--- config.mk ---
export PLATFORM = sky130hd
export DESIGN_NAME = fir_sequencer
export DESIGN_NICKNAME = d
export VERILOG_FILES = /design/src/rtl/fir_sequencer.sv
export SDC_FILE = /design/constraint.sdc
export NUM_CORES = 1
export LEC_CHECK = 0
export CORE_ASPECT_RATIO = 0.8
export CORE_MARGIN = 2
export CORE_UTILIZATION = 55
export DETAILED_ROUTE_END_ITERATION = 16
export DONT_BUFFER_PORTS = 1
export PLACE_DENSITY = 0.73
export SYNTH_ARGS = -nofsm -noshare
export SYNTH_HDL_FRONTEND = slang
export SYNTH_SLANG_ARGS = --single-unit
--- constraint.sdc ---
create_clock -name clk -period 2.2 [get_ports clk]
set_input_delay 0.33 -clock clk [delete_from_list [all_inputs] [get_ports clk]]
set_output_delay 0.33 -clock clk [all_outputs]
set_load 0.01 [all_outputs]
--- src/rtl/fir_sequencer.sv ---
// Sequencer wrapped around an external FIR engine: zero-flushes the taps, discards warm-up
// results, then streams samples in and decimated, saturated results out through a 2-deep FIFO.
module fir_sequencer #(
    parameter int DATA_WIDTH = 16,
    parameter int ACC_WIDTH  = 32,
    parameter int TAP_NUM    = 64,
    parameter int DECIM      = 4
) (
    input  logic                  clk,
    input  logic                  rst,
    input  logic                  enable,
    input  logic                  s_valid,
    input  logic [DATA_WIDTH-1:0] s_data,
    output logic                  s_ready,
    output logic                  fir_in_valid,
    output logic [DATA_WIDTH-1:0] fir_in_data,
    input  logic                  fir_out_valid,
    input  logic [ACC_WIDTH-1:0]  fir_out_data,
    output logic                  m_valid,
    output logic [DATA_WIDTH-1:0] m_data,
    input  logic                  m_ready,
    output logic                  busy,
    output logic                  overflow
);

    localparam int TAP_CW = $clog2(TAP_NUM + 1);
    localparam int DEC_CW = $clog2(DECIM + 1);
    localparam int HI_W   = ACC_WIDTH - DATA_WIDTH + 1;
    localparam logic [TAP_CW-1:0] TAP_LAST = TAP_CW'(TAP_NUM - 1);
    localparam logic [DEC_CW-1:0] DEC_LAST = DEC_CW'(DECIM - 1);

    typedef enum logic [1:0] {
        IDLE  = 2'd0,
        FLUSH = 2'd1,
        WARM  = 2'd2,
        RUN   = 2'd3
    } state_e;

    // The value fits when every bit from the result's sign bit upwards is a sign copy.
    function automatic logic [DATA_WIDTH-1:0] saturate(input logic [ACC_WIDTH-1:0] value);
        logic [HI_W-1:0]       hi;
        logic [DATA_WIDTH-1:0] result;
        hi = value[ACC_WIDTH-1:DATA_WIDTH-1];
        if ((hi == {HI_W{1'b0}}) || (hi == {HI_W{1'b1}})) begin
            result = value[DATA_WIDTH-1:0];
        end else if (value[ACC_WIDTH-1]) begin
            result = {1'b1, {(DATA_WIDTH-1){1'b0}}};
        end else begin
            result = {1'b0, {(DATA_WIDTH-1){1'b1}}};
        end
        return result;
    endfunction

    state_e                state_q, state_d;
    logic [TAP_CW-1:0]     flush_cnt_q, flush_cnt_d;
    logic [TAP_CW-1:0]     discard_cnt_q, discard_cnt_d;
    logic [DEC_CW-1:0]     decim_cnt_q, decim_cnt_d;
    logic                  fir_in_valid_q, fir_in_valid_d;
    logic [DATA_WIDTH-1:0] fir_in_data_q, fir_in_data_d;
    logic                  busy_q, busy_d;
    logic                  overflow_q, overflow_d;

    logic [DATA_WIDTH-1:0] fifo_mem_q [2];
    logic                  wr_ptr_q, wr_ptr_d;
    logic                  rd_ptr_q, rd_ptr_d;
    logic [1:0]            count_q, count_d;

    logic                  accept_s;
    logic                  keep_s;
    logic                  full_s;
    logic                  pop_s;
    logic                  push_s;
    logic                  drop_s;
    logic [DATA_WIDTH-1:0] sat_s;

    assign s_ready      = (state_q == RUN) && enable;
    assign accept_s     = s_ready && s_valid;
    assign keep_s       = (state_q == RUN) && fir_out_valid && (decim_cnt_q == DEC_LAST);
    assign sat_s        = saturate(fir_out_data);
    assign fir_in_valid = fir_in_valid_q;
    assign fir_in_data  = fir_in_data_q;
    assign busy         = busy_q;
    assign overflow     = overflow_q;
    assign m_valid      = (count_q != 2'd0);
    assign m_data       = fifo_mem_q[rd_ptr_q];

    // Next-state, phase counters and the registered FIR-input strobe.
    always_comb begin
        state_d       = state_q;
        flush_cnt_d   = flush_cnt_q;
        discard_cnt_d = discard_cnt_q;
        decim_cnt_d   = decim_cnt_q;
        case (state_q)
            IDLE: begin
                if (enable) begin
                    state_d       = FLUSH;
                    flush_cnt_d   = {TAP_CW{1'b0}};
                    discard_cnt_d = {TAP_CW{1'b0}};
                    decim_cnt_d   = {DEC_CW{1'b0}};
                end else begin
                    state_d = IDLE;
                end
            end
            FLUSH: begin
                if (!enable) begin
                    state_d = IDLE;
                end else if (flush_cnt_q == TAP_LAST) begin
                    state_d = WARM;
                end else begin
                    flush_cnt_d = flush_cnt_q + TAP_CW'(1);
                end
            end
            WARM: begin
                if (!enable) begin
                    state_d = IDLE;
                end else if (fir_out_valid) begin
                    if (discard_cnt_q == TAP_LAST) begin
                        state_d = RUN;
                    end else begin
                        discard_cnt_d = discard_cnt_q + TAP_CW'(1);
                    end
                end else begin
                    state_d = WARM;
                end
            end
            RUN: begin
                if (!enable) begin
                    state_d = IDLE;
                end else begin
                    state_d = RUN;
                end
                // Results arriving on the cycle enable drops still count toward decimation.
                if (fir_out_valid) begin
                    if (decim_cnt_q == DEC_LAST) begin
                        decim_cnt_d = {DEC_CW{1'b0}};
                    end else begin
                        decim_cnt_d = decim_cnt_q + DEC_CW'(1);
                    end
                end else begin
                    decim_cnt_d = decim_cnt_q;
                end
            end
            default: begin
                state_d = IDLE;
            end
        endcase

        fir_in_valid_d = (state_d == FLUSH) || accept_s;
        if (accept_s) begin
            fir_in_data_d = s_data;
        end else begin
            fir_in_data_d = {DATA_WIDTH{1'b0}};
        end
        busy_d = (state_d != IDLE);
    end

    // Output FIFO bookkeeping; a full FIFO still accepts a write when the head pops this cycle.
    always_comb begin
        full_s     = (count_q == 2'd2);
        pop_s      = m_valid && m_ready;
        push_s     = keep_s && (!full_s || pop_s);
        drop_s     = keep_s && full_s && !pop_s;
        overflow_d = overflow_q || drop_s;
        wr_ptr_d   = push_s ? ~wr_ptr_q : wr_ptr_q;
        rd_ptr_d   = pop_s ? ~rd_ptr_q : rd_ptr_q;
        case ({push_s, pop_s})
            2'b10:   count_d = count_q + 2'd1;
            2'b01:   count_d = count_q - 2'd1;
            default: count_d = count_q;
        endcase
    end

    // Control state, counters and FIR-side registered outputs.
    always_ff @(posedge clk or posedge rst) begin
        if (rst) begin
            state_q        <= IDLE;
            flush_cnt_q    <= {TAP_CW{1'b0}};
            discard_cnt_q  <= {TAP_CW{1'b0}};
            decim_cnt_q    <= {DEC_CW{1'b0}};
            fir_in_valid_q <= 1'b0;
            fir_in_data_q  <= {DATA_WIDTH{1'b0}};
            busy_q         <= 1'b0;
            overflow_q     <= 1'b0;
        end else begin
            state_q        <= state_d;
            flush_cnt_q    <= flush_cnt_d;
            discard_cnt_q  <= discard_cnt_d;
            decim_cnt_q    <= decim_cnt_d;
            fir_in_valid_q <= fir_in_valid_d;
            fir_in_data_q  <= fir_in_data_d;
            busy_q         <= busy_d;
            overflow_q     <= overflow_d;
        end
    end

    // FIFO storage and pointers; contents are independent of the control state.
    always_ff @(posedge clk or posedge rst) begin
        if (rst) begin
            for (int i = 0; i < 2; i++) begin
                fifo_mem_q[i] <= {DATA_WIDTH{1'b0}};
            end
            wr_ptr_q <= 1'b0;
            rd_ptr_q <= 1'b0;
            count_q  <= 2'd0;
        end else begin
            if (push_s) begin
                fifo_mem_q[wr_ptr_q] <= sat_s;
            end
            wr_ptr_q <= wr_ptr_d;
            rd_ptr_q <= rd_ptr_d;
            count_q  <= count_d;
        end
    end

endmodule

# Word-level counts from Yosys, hierarchy flattened

Cells that the tools add are included.

Bits in registers: 74
Output and inout bits: 37
Word-level logic and storage cells: 99
Bits of input ports: 54

Bitwise logic cells: 4
Multiplexer cells: 30
Magnitude comparators: 3
$add $sub $neg: 5
Reduce and logical (&&, ||, !) cells: 26
Equality and inequality tests: 18

Operator list:

| cell                                                                   | number |
|---|---|
| 16-bit two-way mux                                                     | 7 |
| 7-bit two-way mux                                                      | 6 |
| 32-bit bitwise mux                                                     | 1 |
| 7-bit case mux with 2 select lines                                     | 2 |
| 17-bit equality test (second input constant)                           | 1 |
| 17-bit zero test                                                       | 1 |
| 16-bit demux with 1-bit select                                         | 1 |
| 7-bit by 1-bit adder with 7-bit output (second input constant)         | 2 |
| 7-bit by 6-bit equality test with 1-bit output (second input constant) | 2 |
| 2-bit != test (second input constant)                                  | 7 |
| 2-bit two-way mux                                                      | 6 |
| 2-bit nonzero test                                                     | 6 |
| 1-bit logical AND                                                      | 9 |
| 3-bit two-way mux                                                      | 3 |
| 2-bit equality test (second input constant)                            | 4 |
| 2-bit case mux with 4 select lines                                     | 1 |
| 2-bit by 1-bit equality test with 1-bit output (second input constant) | 3 |
| 3-bit case mux with 2 select lines                                     | 1 |
| 5-bit AND reduction                                                    | 1 |
| 2-bit >= comparator (second input constant)                            | 2 |
| 1-bit logical OR                                                       | 4 |
| 1-bit inverter with 2-bit output                                       | 2 |
| 2-bit case mux with 2 select lines                                     | 1 |
| 4-bit AND reduction                                                    | 1 |
| other kinds (10)                                                       | 12 |

# Logic depth before layout (Yosys ltp)

Word-level depth: 7
Mapped depth: 8
Depth with buffers taken out: 7

# Worst setup path after synthesis

OpenSTA, ideal clock, no wires.

Kind: register -> register
Start point: register decim_cnt_q[0]
End point: register count_q[1]
Period minus slack after synthesis: 1.761 ns
Cell stages (with the launch flop): 9
Arrival time: 1.636 ns
Data required time: 2.075 ns
Setup time: 0.125 ns
Path buffers: 1
Slack: 0.439 ns
Path through: dfrtp_1 > ha_1 > nand2b_1 > or3_1 > buf_6 > ha_1 > xnor2_1 > nor2_1 > xor2_1

Longest elaborated chain between the ends: 5
Elaborated cells between the ends (all ways): 7
Those cells by class: eq/ne: 3; mux: 1; reduce/logical: 3

Ends and longest elaborated chain:

| element                                                                               | line | text |
|---|---|---|
| start, declared                                                                       | 57   | `logic [DEC_CW-1:0] decim_cnt_q, decim_cnt_d;` |
| start signal, assigned                                                                | 179  | `decim_cnt_q <= {DEC_CW{1'b0}};` |
| start signal, assigned                                                                | 188  | `decim_cnt_q <= decim_cnt_d;` |
| 3-bit by 2-bit equality test with 1-bit output (*)                                    | 78   | `assign keep_s = (state_q == RUN) && fir_out_valid && (decim_cnt_q == DEC_LAST);` |
| 1-bit logical AND (*)                                                                 | 78   |  |
| 1-bit logical AND (*)                                                                 | 161  | `push_s = keep_s && (!full_s \|\| pop_s);` |
| 2-bit by 1-bit equality test with 1-bit output or 2-bit equality test (tied branches) | 166  | `case ({push_s, pop_s})` |
| 2-bit case mux with 2 select lines or 2-bit nonzero test (tied branches)              | --   |  |
| end signal, assigned                                                                  | 211  | `count_q <= count_d;` |
| end, declared                                                                         | 66   | `logic [1:0] count_q, count_d;` |

Mark *: on every way between the ends. The rest lies on a longest branch, timed or not.
A chain may end at the register's enable or synchronous reset.

# Final worst setup path

Ends and elaborated chain as after synthesis.

==> metrics.txt <==
Hold Startpoint enable; #FFs+latches synth 74; Longest Clk Path Bufs 2; top_reg_cell synth dfrtp_1; count leader, synth dfrtp_1; IO Pins 91; Reg2Reg Setup Slack 0.27 ns; die width 91.3 microns; pwr/cell area approximately 680 mW/mm^2; Post-Syn Instances 285; root buf cell clkbuf_8; Worst VDD drop 0.000449 V; Post-synth top cells dfrtp_1, a2bb2oi_1, nand2_1; first-pass GRT wire length between 10 and 15 mm; Crit Path Max Fanout 6; drt drc 0; port bufs 0; NumNets Final 354; Worst Hold End state_q[1]; Max-Cap Viols 0; critical path class flop to flop; P_sw 0.568 mW; post-CTS setup buffer count 0; top-area cell type share of the netlist area 55.3%; area leader, netlist dfrtp_1; Int Power 1.92 mW; DRT Pass-1 Iters 4; die height 73.8 microns; r2r endpoint count_q[1]; DR iter-0 viols 112; Yosys warnings 0; Critical Path AT approximately 2.2 ns; Post-Syn Nets roughly 340; Final setup violation count 0; r2r startpoint decim_cnt_q[0]; FP Rows 25; Placed Area 0.00346 sq mm; dominant cells by area after synthesis dfrtp_1, a2bb2oi_1, mux2_2, and3_1, nand2_1; CP max-delay cell dfrtp_1; f_max approximately 520 MHz; GRT Overall Usage around a fifth; routability cong. roughly 0.76; final hold slack 0.125 ns; CTS sink count 74; clock transition at the registers of the reported paths roughly 0.080 ns; clock skew 0.00647 ns; Worst-Skew Late Latency 0.33 ns; sw frac 22.8%; Largest stage delay, worst path 0.38 ns; Final Critical Period 1.93 ns; Post-DP HPWL 4.54 mm; vias in the first global route 2299; area of the die 0.00674 sq mm; Sequential Power Share 55.4%; Routed WL per cell 17.1 microns; cell mode on critical path ha_1; slew at the pin closest to its max-slew limit just over 0.5 ns; Hold Path Stages 1; Yosys cell types 47; Power Total 2.49 mW; Final Cycle Share about 90%; initial antenna violation count 0; # H-tree levels 3; Leak between 1.5 and 2 nW; Inserted Clock Buffers 9; area delta synth->final 9.71%; Routed Wire Length about 6.5 mm; status finished, final reports clean; headroom to the max-slew limit 65.1%; nature of the critical path startpoint flop; clock share of power between 40% and 50%; TritonCTS clock tree done; setup TNS 0 ns; Routed Antenna Nets 0; r2r worst-path depth 8; placed cell count 364; non-filler instance count after layout 382; layout cells sized above 1 18.3%; Via density between 5 and 6; Async SR Flop Fraction 100%; EDFF count, synth 0; Antenna diodes 0; syn avg cell area 11.8 sq um; grt total ovfl 0; total via count in the routed design about 2300; Seq/Total Area, Yosys 55.3%; CP endpoint kind flop; Crit path required time between 2 and 2.5 ns; Slew Limit Fails 0; pin count of the biggest net entering global routing 75; core area between 0.005 and 0.006 sq mm; cell area after layout 0.00368 sq mm; Initial Utilization 56.7%; Hold Fails Final Rpt 0; Comb pwr share under 10%; RSZ-0062 raised after global routing false; synthesized area around 0.0034 sq mm; sequence of cells on the critical path ha_1 > nand2b_1 > or3_1 > buf_4 > ha_1 > xnor2_1 > nor2_1 > xor2_1; Hold Path Class input port to flop
[power by group through the flow]
stage	registers, mW	logic [mW]	clock network, mW
final	1.38	0.0928	1.02
after global routing	1.38	0.108	1.10
after CTS	1.38	0.0940	1.04
after detailed placement	1.41	0.0916	0
after global placement	1.41	0.0896	0
after floorplan	1.40	0.0676	0
[through the flow]
stage                     setup slack, ns  utilization [%]
after global routing                0.195             62.2
after global placement              0.375             58.6
after floorplan                     0.439                -
after CTS                           0.273             62.0
after detailed placement            0.288             58.6
final                               0.271             62.2
[cells in the final DEF, fill, tap and decap left out, types with 2 or more instances in the layout]
cell	n
dfrtp_1	74
a2bb2oi_1	30
nand2_1	24
mux2_2	18
and3_1	17
a21oi_1	10
buf_4	10
o21ai_0	9
clkbuf_8	9
inv_1	8
nand3_1	8
or3_1	7
nor2_1	7
nor4_1	5
nand4_1	4
o31ai_1	4
clkinvlp_4	4
ha_1	4
nand2b_1	3
xnor2_1	3
and2_1	3
nor2b_1	3
nor2_8	2
nor3_4	2
xor2_1	2
nor3_1	2
or4_1	2
mux2i_1	2
dlygate4sd3_1	2
[cell type report]
type	instances	area (sq um)
clock buffers	10	128
clock inverters	6	66.3
repair buffers	13	115
flip-flops and latches	74	1850
inverters	9	37.5
fillers	459	2240
multi-input cells	189	1380
well taps	81	101
[what timing repair did]
action | in CTS | in global routing
hold buffers | 1 | 1
endpoints found under the hold margin | 74 | 1
resized for setup | 0 | 0
[worst max-delay path, delay by kind of cell (launching register included)]
| family | cells | cell delay [ns] |
|---|---|---|
| buf+inv | 1 | 0.21 |
| simple gates | 3 | 0.53 |
| flops | 1 | 0.38 |
| xor+xnor | 2 | 0.30 |
| fa+ha+maj | 2 | 0.39 |
[flip-flops by register name (all words and copies together) (netlist names)]
register and flops:
discard_cnt_q 7, fifo_mem_q 32, fir_in_valid 1, overflow 1
flush_cnt_q 7, count_q 2, wr_ptr_q 1, decim_cnt_q 3
fir_in_data 16, state_q 2, rd_ptr_q 1, busy 1
[worst max path at each step]
stage                     slack, ns         end      startpoint  depth (start not counted)
after detailed placement       0.29  count_q[1]  decim_cnt_q[0]                          7
after floorplan                0.44  count_q[1]  decim_cnt_q[0]                          8
after global routing           0.20  count_q[1]  decim_cnt_q[0]                          7
after CTS                      0.27  count_q[1]  decim_cnt_q[0]                          7
after global placement         0.37  count_q[1]  decim_cnt_q[0]                          8
final                          0.27  count_q[1]  decim_cnt_q[0]                          8
[metal layers]
metal | wire [microns] | GRT usage (%)
met4 | 56 | 7.24
met5 | 0 | 0
met2 | 2930 | 30.8
met3 | 527 | 7.90
met1 | 3040 | 26.9
[logic make-up (layout without fill, tap and decap cells)]
| logic type | count (synthesis) | after routing | share of synthesized area (%) |
|---|---|---|---|
| simple gates | 95 | 95 | 16.8 |
| flops | 74 | 74 | 55.3 |
| compound gates | 65 | 65 | 14.8 |
| buf+inv | 22 | 38 | 3.66 |
| mux | 20 | 20 | 6.65 |
| xor+xnor | 5 | 5 | 1.31 |
| fa+ha+maj | 4 | 4 | 1.49 |
Power figures use the tool's default switching activity.
